===== config.mk =====
export PLATFORM = sky130hd
export DESIGN_NAME = fifo_wptr_ctrl
export DESIGN_NICKNAME = d
export VERILOG_FILES = /design/src/rtl/fifo_wptr_ctrl.sv
export SDC_FILE = /design/constraint.sdc
export NUM_CORES = 1
export LEC_CHECK = 0
export ABC_AREA = 1
export CAP_MARGIN = 20
export CORE_UTILIZATION = 53
export DETAILED_ROUTE_END_ITERATION = 8
export PLACE_DENSITY = 0.83
export SYNTH_ARGS = -nofsm -noshare
export SYNTH_HDL_FRONTEND = slang
export SYNTH_SLANG_ARGS = --single-unit

===== constraint.sdc =====
create_clock -name wclk -period 3.8 [get_ports wclk]
set_input_delay 0.38 -clock wclk [delete_from_list [all_inputs] [get_ports wclk]]
set_output_delay 0.38 -clock wclk [all_outputs]
set_load 0.005 [all_outputs]

===== src/rtl/fifo_wptr_ctrl.sv =====
// Write-side pointer and flag controller for an asynchronous FIFO.
// Synchronizes the Gray read pointer into the write clock domain and keeps the
// binary/Gray write pointers. It also produces the registered full,
// almost-full, occupancy and sticky overflow outputs.
// Optional feature: define FIFO_WR_ALMOST_FULL_EN to build the almost_full
// compare against AF_LEVEL. Without it, almost_full is tied to 0.
module fifo_wptr_ctrl #(
  parameter int unsigned ADDR_WIDTH = 4,
  parameter int unsigned AF_LEVEL   = 12
) (
  input  logic                  wclk,
  input  logic                  wrst,
  input  logic                  wr_req,
  input  logic [ADDR_WIDTH:0]   rptr_gray_async,
  output logic                  wen,
  output logic [ADDR_WIDTH-1:0] waddr,
  output logic [ADDR_WIDTH:0]   wptr_gray,
  output logic                  full,
  output logic                  almost_full,
  output logic [ADDR_WIDTH:0]   wr_count,
  output logic                  overflow
);

  localparam int unsigned PtrW = ADDR_WIDTH + 1;
  // Inverting the two MSBs of the read Gray pointer gives the Gray value of the
  // write pointer exactly one full depth ahead.
  localparam logic [PtrW-1:0] FullMask = {PtrW{1'b1}} << (PtrW - 2);

  // Reject parameter values that break the pointer arithmetic.
  if (ADDR_WIDTH < 1) begin : g_bad_addr_width
    $error("fifo_wptr_ctrl: ADDR_WIDTH must be at least 1");
  end
  if (AF_LEVEL < 1 || AF_LEVEL > (1 << ADDR_WIDTH)) begin : g_bad_af_level
    $error("fifo_wptr_ctrl: AF_LEVEL must be in 1..2**ADDR_WIDTH");
  end

  logic [PtrW-1:0] rq1_q, rq2_q;
  logic [PtrW-1:0] rptr_bin;
  logic [PtrW-1:0] wptr_bin_q, wptr_bin_d;
  logic [PtrW-1:0] wptr_gray_q, wptr_gray_d;
  logic [PtrW-1:0] wr_count_q, wr_count_d;
  logic            full_q, full_d;
  logic            overflow_q, overflow_d;

  // Two-flop synchronizer for the read pointer.
  always_ff @(posedge wclk) begin
    if (wrst) begin
      rq1_q <= '0;
      rq2_q <= '0;
    end else begin
      rq1_q <= rptr_gray_async;
      rq2_q <= rq1_q;
    end
  end

  // Gray to binary: bit i is the XOR of all Gray bits from i up to the MSB.
  always_comb begin
    rptr_bin = '0;
    for (int i = 0; i < int'(PtrW); i++) begin
      rptr_bin[i] = ^(rq2_q >> i);
    end
  end

  // Write acceptance, next pointer and next flag values.
  always_comb begin
    wen         = wr_req & ~full_q & ~wrst;
    wptr_bin_d  = wptr_bin_q + {{(PtrW - 1){1'b0}}, wen};
    wptr_gray_d = wptr_bin_d ^ (wptr_bin_d >> 1);
    full_d      = (wptr_gray_d == (rq2_q ^ FullMask));
    wr_count_d  = wptr_bin_d - rptr_bin;
    // A request against the registered full flag is an overflow, even when the
    // read that releases full lands in this same cycle.
    overflow_d  = overflow_q | (wr_req & full_q);
  end

  // Pointer and flag registers.
  always_ff @(posedge wclk) begin
    if (wrst) begin
      wptr_bin_q  <= '0;
      wptr_gray_q <= '0;
      wr_count_q  <= '0;
      full_q      <= 1'b0;
      overflow_q  <= 1'b0;
    end else begin
      wptr_bin_q  <= wptr_bin_d;
      wptr_gray_q <= wptr_gray_d;
      wr_count_q  <= wr_count_d;
      full_q      <= full_d;
      overflow_q  <= overflow_d;
    end
  end

`ifdef FIFO_WR_ALMOST_FULL_EN
  localparam logic [PtrW-1:0] AfLevel = PtrW'(AF_LEVEL);

  logic almost_full_q;

  // Almost-full follows the same next-occupancy value as wr_count.
  always_ff @(posedge wclk) begin
    if (wrst) begin
      almost_full_q <= 1'b0;
    end else begin
      almost_full_q <= (wr_count_d >= AfLevel);
    end
  end

  assign almost_full = almost_full_q;
`else
  assign almost_full = 1'b0;
`endif

  assign waddr     = wptr_bin_q[ADDR_WIDTH-1:0];
  assign wptr_gray = wptr_gray_q;
  assign full      = full_q;
  assign wr_count  = wr_count_q;
  assign overflow  = overflow_q;

endmodule


==> tab_implementation.tex, run 1 <==
\begin{tabular}{lr}
\hline
Metric & Value \\
\hline
\multicolumn{2}{l}{\textbf{Power and ir drop}} \\
\quad IR Drop Worst-Case VDD & 0.369 mV \\
\quad Leakage & roughly 0.70 nW \\
\quad Total power & 0.539 mW \\
\quad Power per standard cell area & roughly 360 nW/µm² \\
\multicolumn{2}{l}{\textbf{Clock tree}} \\
\quad Gates resized, CTS repair & 0 \\
\quad Post-CTS Setup Repair Bufs & 0 \\
\quad Clock Path Buffers & 2 \\
\quad Inserted Clock Buffers & 3 \\
\quad CTS H-tree lvls & 1 \\
\quad Latest clock arrival within the worst-skew pair & 0.32 ns \\
\quad Post-CTS Hold Buffers & 0 \\
\quad Clk Tree Root Cell & clkbuf\_4 \\
\quad Clock tree from TritonCTS & done \\
\quad \# clock sinks & 26 \\
\quad Clock-pin slew on the worst setup and hold paths & 0.13 ns \\
\multicolumn{2}{l}{\textbf{GRT}} \\
\quad Global-route congestion overflow total & 0 \\
\quad First-pass GRT wire length & 3.92 mm \\
\quad Antenna violations before repair & 0 \\
\quad Global-route usage over all layers & 0.209 \\
\quad Largest net degree at the start of global routing & 24 \\
\quad Vias in the first global route & 938 \\
\multicolumn{2}{l}{\textbf{Routing}} \\
\quad Remaining antenna violation count & 0 \\
\quad Final routed wire length divided by cell count & about 11 µm \\
\quad Initial DRT Pass Iterations & 4 \\
\quad Drt initial violations & 14 \\
\quad Count of vias placed by the detailed router & 968 \\
\quad DRC viols & 0 \\
\quad Wirelength, routed & 2.22 mm \\
\quad Met1 wire length & 1.00 mm \\
\quad Total length of routed met2 wires & 1.09 mm \\
\quad Highest signal layer in the routed design & met4 \\
\quad Routed length on met3 & 79 µm \\
\quad Via/cell ratio & 4.63 \\
\multicolumn{2}{l}{\textbf{Critical path}} \\
\quad Worst setup path startpoint & wrst \\
\quad Length in cells of the worst reg-to-reg path & 15 \\
\quad Sort of element at the end of the critical path & flop \\
\quad Startpoint kind of the worst setup timing path & input port \\
\quad Worst setup path end & wr\_count[4] \\
\quad Critical path data arrival time & 3.00 ns \\
\quad Crit Reg-Reg Startpoint & rq2\_q[3] \\
\quad Worst path required time & 4.03 ns \\
\quad Critical path start-end classification & in -> reg \\
\quad Reg-to-reg slack, setup & approximately 1.4 ns \\
\quad End of the worst register-to-register path & wr\_count[4] \\
\quad Highest fanout seen on the critical path & 23 \\
\multicolumn{2}{l}{\textbf{Synth}} \\
\quad Post-Synthesis Net Count & 170 \\
\quad Warnings, synthesis & 0 \\
\quad Synth Flop Type & dfxtp\_1 \\
\quad Library cell with the highest instance count after synthesis & nor2\_1 \\
\quad Share of the synthesized area in the top cell type & 0.436 \\
\quad Mean Syn Cell Area & 7.66 µm² \\
\quad Flops \& latches, synth & 26 \\
\quad Most area-consuming cells after synthesis & dfxtp\_1 (44\%), nor2\_1 (8.8\%), inv\_1 (8.5\%) \\
\quad Post-Synthesis Cell Area & 1190 µm² \\
\quad Number of synthesized flops with an enable pin & 0 \\
\quad Proportion of synthesized flip-flops having asynchronous set or reset & 0 \\
\quad Post-synth cell types & 23 \\
\quad Leading cell types by count after synthesis & nor2\_1 (28), inv\_1 (27), nand2\_1 (27) \\
\quad Fraction of the yosys area taken by sequential cells & 0.436 \\
\quad Post-Syn Instances & 156 \\
\quad Cell taking the most area after synthesis & dfxtp\_1 \\
\multicolumn{2}{l}{\textbf{Final layout}} \\
\quad Antenna fix cells & 0 \\
\quad Fin area & 1500 µm² \\
\quad Filler cell count & 168 \\
\quad Layout cells sized above 1 & 0.110 \\
\quad Post-layout nets & 197 \\
\quad Area growth from synthesis to layout & 25.3\% \\
\multicolumn{2}{l}{\textbf{Timing}} \\
\quad Highest attainable clock frequency & between 0.3 and 0.4 GHz \\
\quad Final worst-path setup slack & 1.03 ns \\
\quad Final Slew Violations & 0 \\
\quad Minimum clock period after layout & around 2.8 ns \\
\quad Final Hold Viols & 0 \\
\quad Setup TNS after final layout & 0 ns \\
\quad Setup violations, final & 0 \\
\quad RSZ-0062 raised after global routing & no \\
\quad Min Hold Slack & 0.414 ns \\
\quad Clock skew after layout & 0.00142 ns \\
\quad Final period util & 0.729 \\
\multicolumn{2}{l}{\textbf{Placement}} \\
\quad Area of placed instances & 1460 µm² \\
\quad Last weighted congestion value of the routability-driven placer & 0.862 \\
\quad Worst-case setup slack after placement & 0.681 ns \\
\quad Port-buffer cells & 24 \\
\quad Final HPWL from detailed placement & 1.69 mm \\
\multicolumn{2}{l}{\textbf{Floorplanning}} \\
\quad Core footprint & 2040 µm² \\
\quad FP Rows & 16 \\
\quad Total Die Area & 2450 µm² \\
\quad Initial Utilization & 0.585 \\
\quad Number of I/O pins & 26 \\
\quad Die X-Extent & 49.5 µm \\
\quad Y dimension of the die & 49.5 µm \\
\multicolumn{2}{l}{\textbf{Flow run}} \\
\quad Max capacitance violation total & 0 \\
\multicolumn{2}{l}{\textbf{Min path}} \\
\quad Source of the worst hold timing path & rq1\_q[4] \\
\quad Hold-critical path depth & 2 \\
\quad Kind of path behind the tightest hold check & reg -> reg \\
\multicolumn{2}{l}{\textbf{Outcome}} \\
\quad Outcome & finished, final reports clean \\
\hline
\end{tabular}
placed cells by master, fill, tap and decap left out, drive strengths merged:
master | Yosys | final
clkdlybuf4s50 | 0 | 24
xor2 | 6 | 6
clkbuf | 2 | 4
conb | 1 | 1
ha | 5 | 5
nand3 | 11 | 11
nor2 | 29 | 29
dfxtp | 26 | 26
or2 | 1 | 1
xnor2 | 1 | 1
nand4 | 2 | 2
o21ai | 2 | 2
buf | 1 | 1
inv | 30 | 30
nand2 | 33 | 33
a21oi | 5 | 5
fa | 1 | 1
critical path, stage by stage:
cell	delay, ns
clkdlybuf4s50_1	0.46
buf_4	0.25
inv_1	0.13
nand2_1	0.08
nor2_1	0.05
ha_1	0.24
ha_1	0.43
inv_1	0.13
fa_1	0.43
inv_1	0.10
nand3_1	0.08
nand2_1	0.08
nand3_1	0.07
nand2_1	0.06
nor2_1	0.04
sequential cells by signal, indices dropped and copies added, names as in the netlist:
name and flops:
full 1, wr_count 5, rq1_q 5, wptr_bin_q 5, overflow 1, rq2_q 5, wptr_gray 4
report_power, final:
| part | internal, mW | total [mW] | switching [mW] |
|---|---|---|---|
| clock | 0.0586 | 0.139 | 0.0804 |
| combinational | 0.0520 | 0.104 | 0.0523 |
| sequential | 0.290 | 0.296 | 0.00623 |
| total | 0.400 | 0.539 | 0.139 |
layer usage:
metal,up-vias,global-route usage
li1,514,-
met1,427,0.231
met2,21,0.388
met3,6,0.0432
met4,0,0.0810
met5,-,0
worst min-delay path by stage:
stage / endpoint / slack [ns]
after floorplan: rq2_q[0] / 0.39
after global placement: rq2_q[3] / 0.39
after detailed placement: rq2_q[4] / 0.40
after CTS: rq2_q[4] / 0.41
after global routing: rq2_q[2] / 0.44
final: rq2_q[4] / 0.41
final cells by class:
cell class / instances / area [µm²] / share of cell area
multi-input cells: 97 / 544 / 0.363
clock buffers: 4 / 36.3 / 0.0242
inverters: 30 / 115 / 0.0769
repair buffers: 25 / 248 / 0.165
flip-flops and latches: 26 / 520 / 0.348
well taps: 27 / 33.8 / 0.0226
logic make-up (layout without fill, tap and decap cells):
logic type | Yosys count | count (layout) | share of synthesized area
simple gates | 76 | 76 | 0.290
buf+inv | 33 | 59 | 0.109
flops | 26 | 26 | 0.436
compound gates | 7 | 7 | 0.0293
xor+xnor | 7 | 7 | 0.0639
fa+ha+maj | 6 | 6 | 0.0691
other cells | 1 | 1 | 0.00314
per-stage QoR:
stage / util / cells
floorplan: - / 156
global route: 0.733 / 209
CTS: 0.733 / 209
global placement: 0.716 / 205
finish: 0.733 / 209
detailed placement: 0.716 / 205
Power figures use the tool's default switching activity.
==> run 2: changes to the inputs <==
- CORE_UTILIZATION: 53 -> 49
- PLACE_DENSITY: 0.83 -> 0.78
- clock period: 3.8 -> 2.78 ns (I/O delays scaled with it)
==> run 2 against run 1 <==
Net effect:
- sequential share of layout area down 0.57 points
- final cell count up 0.96%
- worst hold slack got worse by 0.020 ns
- register-to-register slack worse by 1.1 ns
- routed wire length grew 4.0%
- die area grew 7.8%
- flip-flop and latch count did not move
- critical path depth did not move
- first-iteration DRC count up 120%
- utilization fell by 5.8 points
- via count grew 2.4%
- final area rose by 1.7%
==> tab_implementation.tex, run 2 (synthesized netlist as in run 1, its figures left out) <==
\begin{tabular}{lr}
\hline
Metric & Value \\
\hline
\multicolumn{2}{l}{\textbf{Outcome}} \\
\quad Outcome & finished, final reports clean \\
\multicolumn{2}{l}{\textbf{Power and ir drop}} \\
\quad Leakage & 0.717 nW (+1.7\%) \\
\quad IR Drop Worst-Case VDD & 0.458 mV (+24\%) \\
\quad Power per standard cell area & 533 nW/µm² (+48\%) \\
\multicolumn{2}{l}{\textbf{Clock tree}} \\
\quad Clk Tree Root Cell & clkbuf\_4 \\
\quad Clock Path Buffers & 2 (unchanged) \\
\quad Post-CTS Hold Buffers & 0 (unchanged) \\
\quad Post-CTS Setup Repair Bufs & 0 (unchanged) \\
\quad CTS H-tree lvls & 1 (unchanged) \\
\quad Gates resized, CTS repair & 0 (unchanged) \\
\quad Inserted Clock Buffers & 3 (unchanged) \\
\quad Latest clock arrival within the worst-skew pair & 0.33 ns (about the same) \\
\quad Clock tree from TritonCTS & done \\
\quad \# clock sinks & 26 (unchanged) \\
\quad Clock-pin slew on the worst setup and hold paths & 0.15 ns (+0.02 ns) \\
\multicolumn{2}{l}{\textbf{Timing}} \\
\quad Final Hold Viols & 0 (unchanged) \\
\quad Highest attainable clock frequency & 0.412 GHz \\
\quad Final Slew Violations & 0 (unchanged) \\
\quad Setup violations, final & 0 (unchanged) \\
\quad Clock skew after layout & 0.0151 ns (+0.0137 ns) \\
\quad Minimum clock period after layout & 2.43 ns \\
\quad RSZ-0062 raised after global routing & no \\
\quad Final period util & 0.874 \\
\quad Setup TNS after final layout & 0 ns (unchanged) \\
\multicolumn{2}{l}{\textbf{Critical path}} \\
\quad Worst path required time & 3.01 ns (-1.02 ns) \\
\quad Reg-to-reg slack, setup & 0.35 ns (-1.08 ns) \\
\quad Highest fanout seen on the critical path & 4 (-83\%) \\
\quad Sort of element at the end of the critical path & flop \\
\quad Critical path start-end classification & reg -> reg \\
\quad Critical path data arrival time & 2.66 ns (-0.34 ns) \\
\quad Startpoint kind of the worst setup timing path & flop \\
\multicolumn{2}{l}{\textbf{Floorplanning}} \\
\quad FP Rows & 17 (+1) \\
\quad Number of I/O pins & 26 (unchanged) \\
\quad Die X-Extent & 51.4 µm (+3.8\%) \\
\quad Initial Utilization & 0.530 (-0.0552) \\
\quad Core footprint & 2250 µm² (+10\%) \\
\quad Y dimension of the die & 51.4 µm (+3.8\%) \\
\quad Total Die Area & 2640 µm² (+7.8\%) \\
\multicolumn{2}{l}{\textbf{GRT}} \\
\quad Global-route congestion overflow total & 0 (unchanged) \\
\quad First-pass GRT wire length & 3.75 mm (-4.2\%) \\
\quad Antenna violations before repair & 0 (unchanged) \\
\quad Vias in the first global route & 898 (-4.3\%) \\
\quad Global-route usage over all layers & 0.194 (-0.0150) \\
\quad Global-route track usage on met1 & 0.235 (+0.00423) \\
\quad Global routing met2 resource utilization & 0.333 (-0.0548) \\
\quad Largest net degree at the start of global routing & 23 (-4.2\%) \\
\quad Global-route layer with the greatest usage & met2 \\
\quad Met3 global-route usage & 0.0357 (-0.00750) \\
\multicolumn{2}{l}{\textbf{Placement}} \\
\quad Final HPWL from detailed placement & 1.78 mm (+5.4\%) \\
\quad Instance count after placement with tap cells included & 207 (+0.98\%) \\
\quad Last weighted congestion value of the routability-driven placer & 0.921 (+6.8\%) \\
\quad Port-buffer cells & 24 (unchanged) \\
\multicolumn{2}{l}{\textbf{Routing}} \\
\quad Count of vias placed by the detailed router & 991 (+2.4\%) \\
\quad DRC viols & 0 (unchanged) \\
\quad Initial DRT Pass Iterations & 4 (unchanged) \\
\quad Drt initial violations & 31 (+17) \\
\quad Remaining antenna violation count & 0 (unchanged) \\
\quad Final routed wire length divided by cell count & 10.9 µm (+3.0\%) \\
\quad Via/cell ratio & 4.70 (+1.4\%) \\
\quad Wirelength, routed & 2.31 mm (+4.0\%) \\
\multicolumn{2}{l}{\textbf{Final layout}} \\
\quad Area growth from synthesis to layout & 27.4\% \\
\quad Leading cell type in the layout, fill and taps excluded & nor2\_1 \\
\quad Layout cells sized above 1 & 0.115 (+0.00486) \\
\quad Highest-count cells in the layout ignoring fill and taps & nor2\_1 (28), inv\_1 (27), nand2\_1 (27), dfxtp\_1 (26), clkdlybuf4s50\_1 (24) \\
\quad Final instance count without filler cells & 211 (+0.96\%) \\
\quad Antenna fix cells & 0 (unchanged) \\
\quad Filler cell count & 197 (+17\%) \\
\quad Post-layout nets & 198 (+0.51\%) \\
\multicolumn{2}{l}{\textbf{Min path}} \\
\quad Kind of path behind the tightest hold check & reg -> reg \\
\multicolumn{2}{l}{\textbf{Flow run}} \\
\quad Max capacitance violation total & 0 (unchanged) \\
\hline
\end{tabular}
run 2: final cells by class:
type                    instances  area, µm²  area share
clock inverters                 1       30.0      0.0197
repair buffers                 26        255       0.168
inverters                      30        115      0.0756
flip-flops and latches         26        520       0.342
well taps                      28       35.0      0.0230
clock buffers                   3       22.5      0.0148
multi-input cells              97        544       0.357
run 2: final timing paths:
check | end | start | depth (start not counted)
hold reg to reg | rq2_q[1] | rq1_q[1] | 2
hold / removal | rq2_q[1] | rq1_q[1] | 2
setup reg to reg | wr_count[4] | rq2_q[3] | 15
setup / recovery | wr_count[4] | rq2_q[3] | 15
run 2: worst max-delay path, cell delays in order, from the launching register on:
cell and delay (ns):
dfxtp_1 0.41, inv_2 0.07, nand2_1 0.05, nand3_1 0.11
nand2_2 0.12, xor2_2 0.25, xor2_1 0.20, inv_1 0.06
ha_1 0.22, fa_1 0.38, inv_1 0.10, nand3_1 0.09
nand2_1 0.08, nand3_1 0.07, nand2_1 0.06, nor2_1 0.04
run 2: where the power goes:
group / switching [mW] / internal, mW
registers: 0.00818 / 0.396
clock network: 0.116 / 0.146
logic: 0.0725 / 0.0729
run 2: per-stage QoR:
stage / area, µm² / hold WS, ns / utilization / total power, mW / setup WS [ns]
4_1_cts: 1520 / 0.405 / 0.675 / 0.818 / 0.342
2_1_floorplan: 1190 / 0.350 / - / 0.491 / 0.694
5_1_grt: 1520 / 0.419 / 0.675 / 0.853 / 0.106
6_report: 1520 / 0.394 / 0.675 / 0.811 / 0.350
3_3_place_gp: 1470 / 0.389 / 0.652 / 0.551 / 0.227
3_5_place_dp: 1470 / 0.398 / 0.652 / 0.555 / 0.119
run 2: routing by layer:
metal	vias up	wire length (µm)
li1	512	-
met1	445	994
met2	28	1170
met3	6	98
met4	0	42
met5	-	0
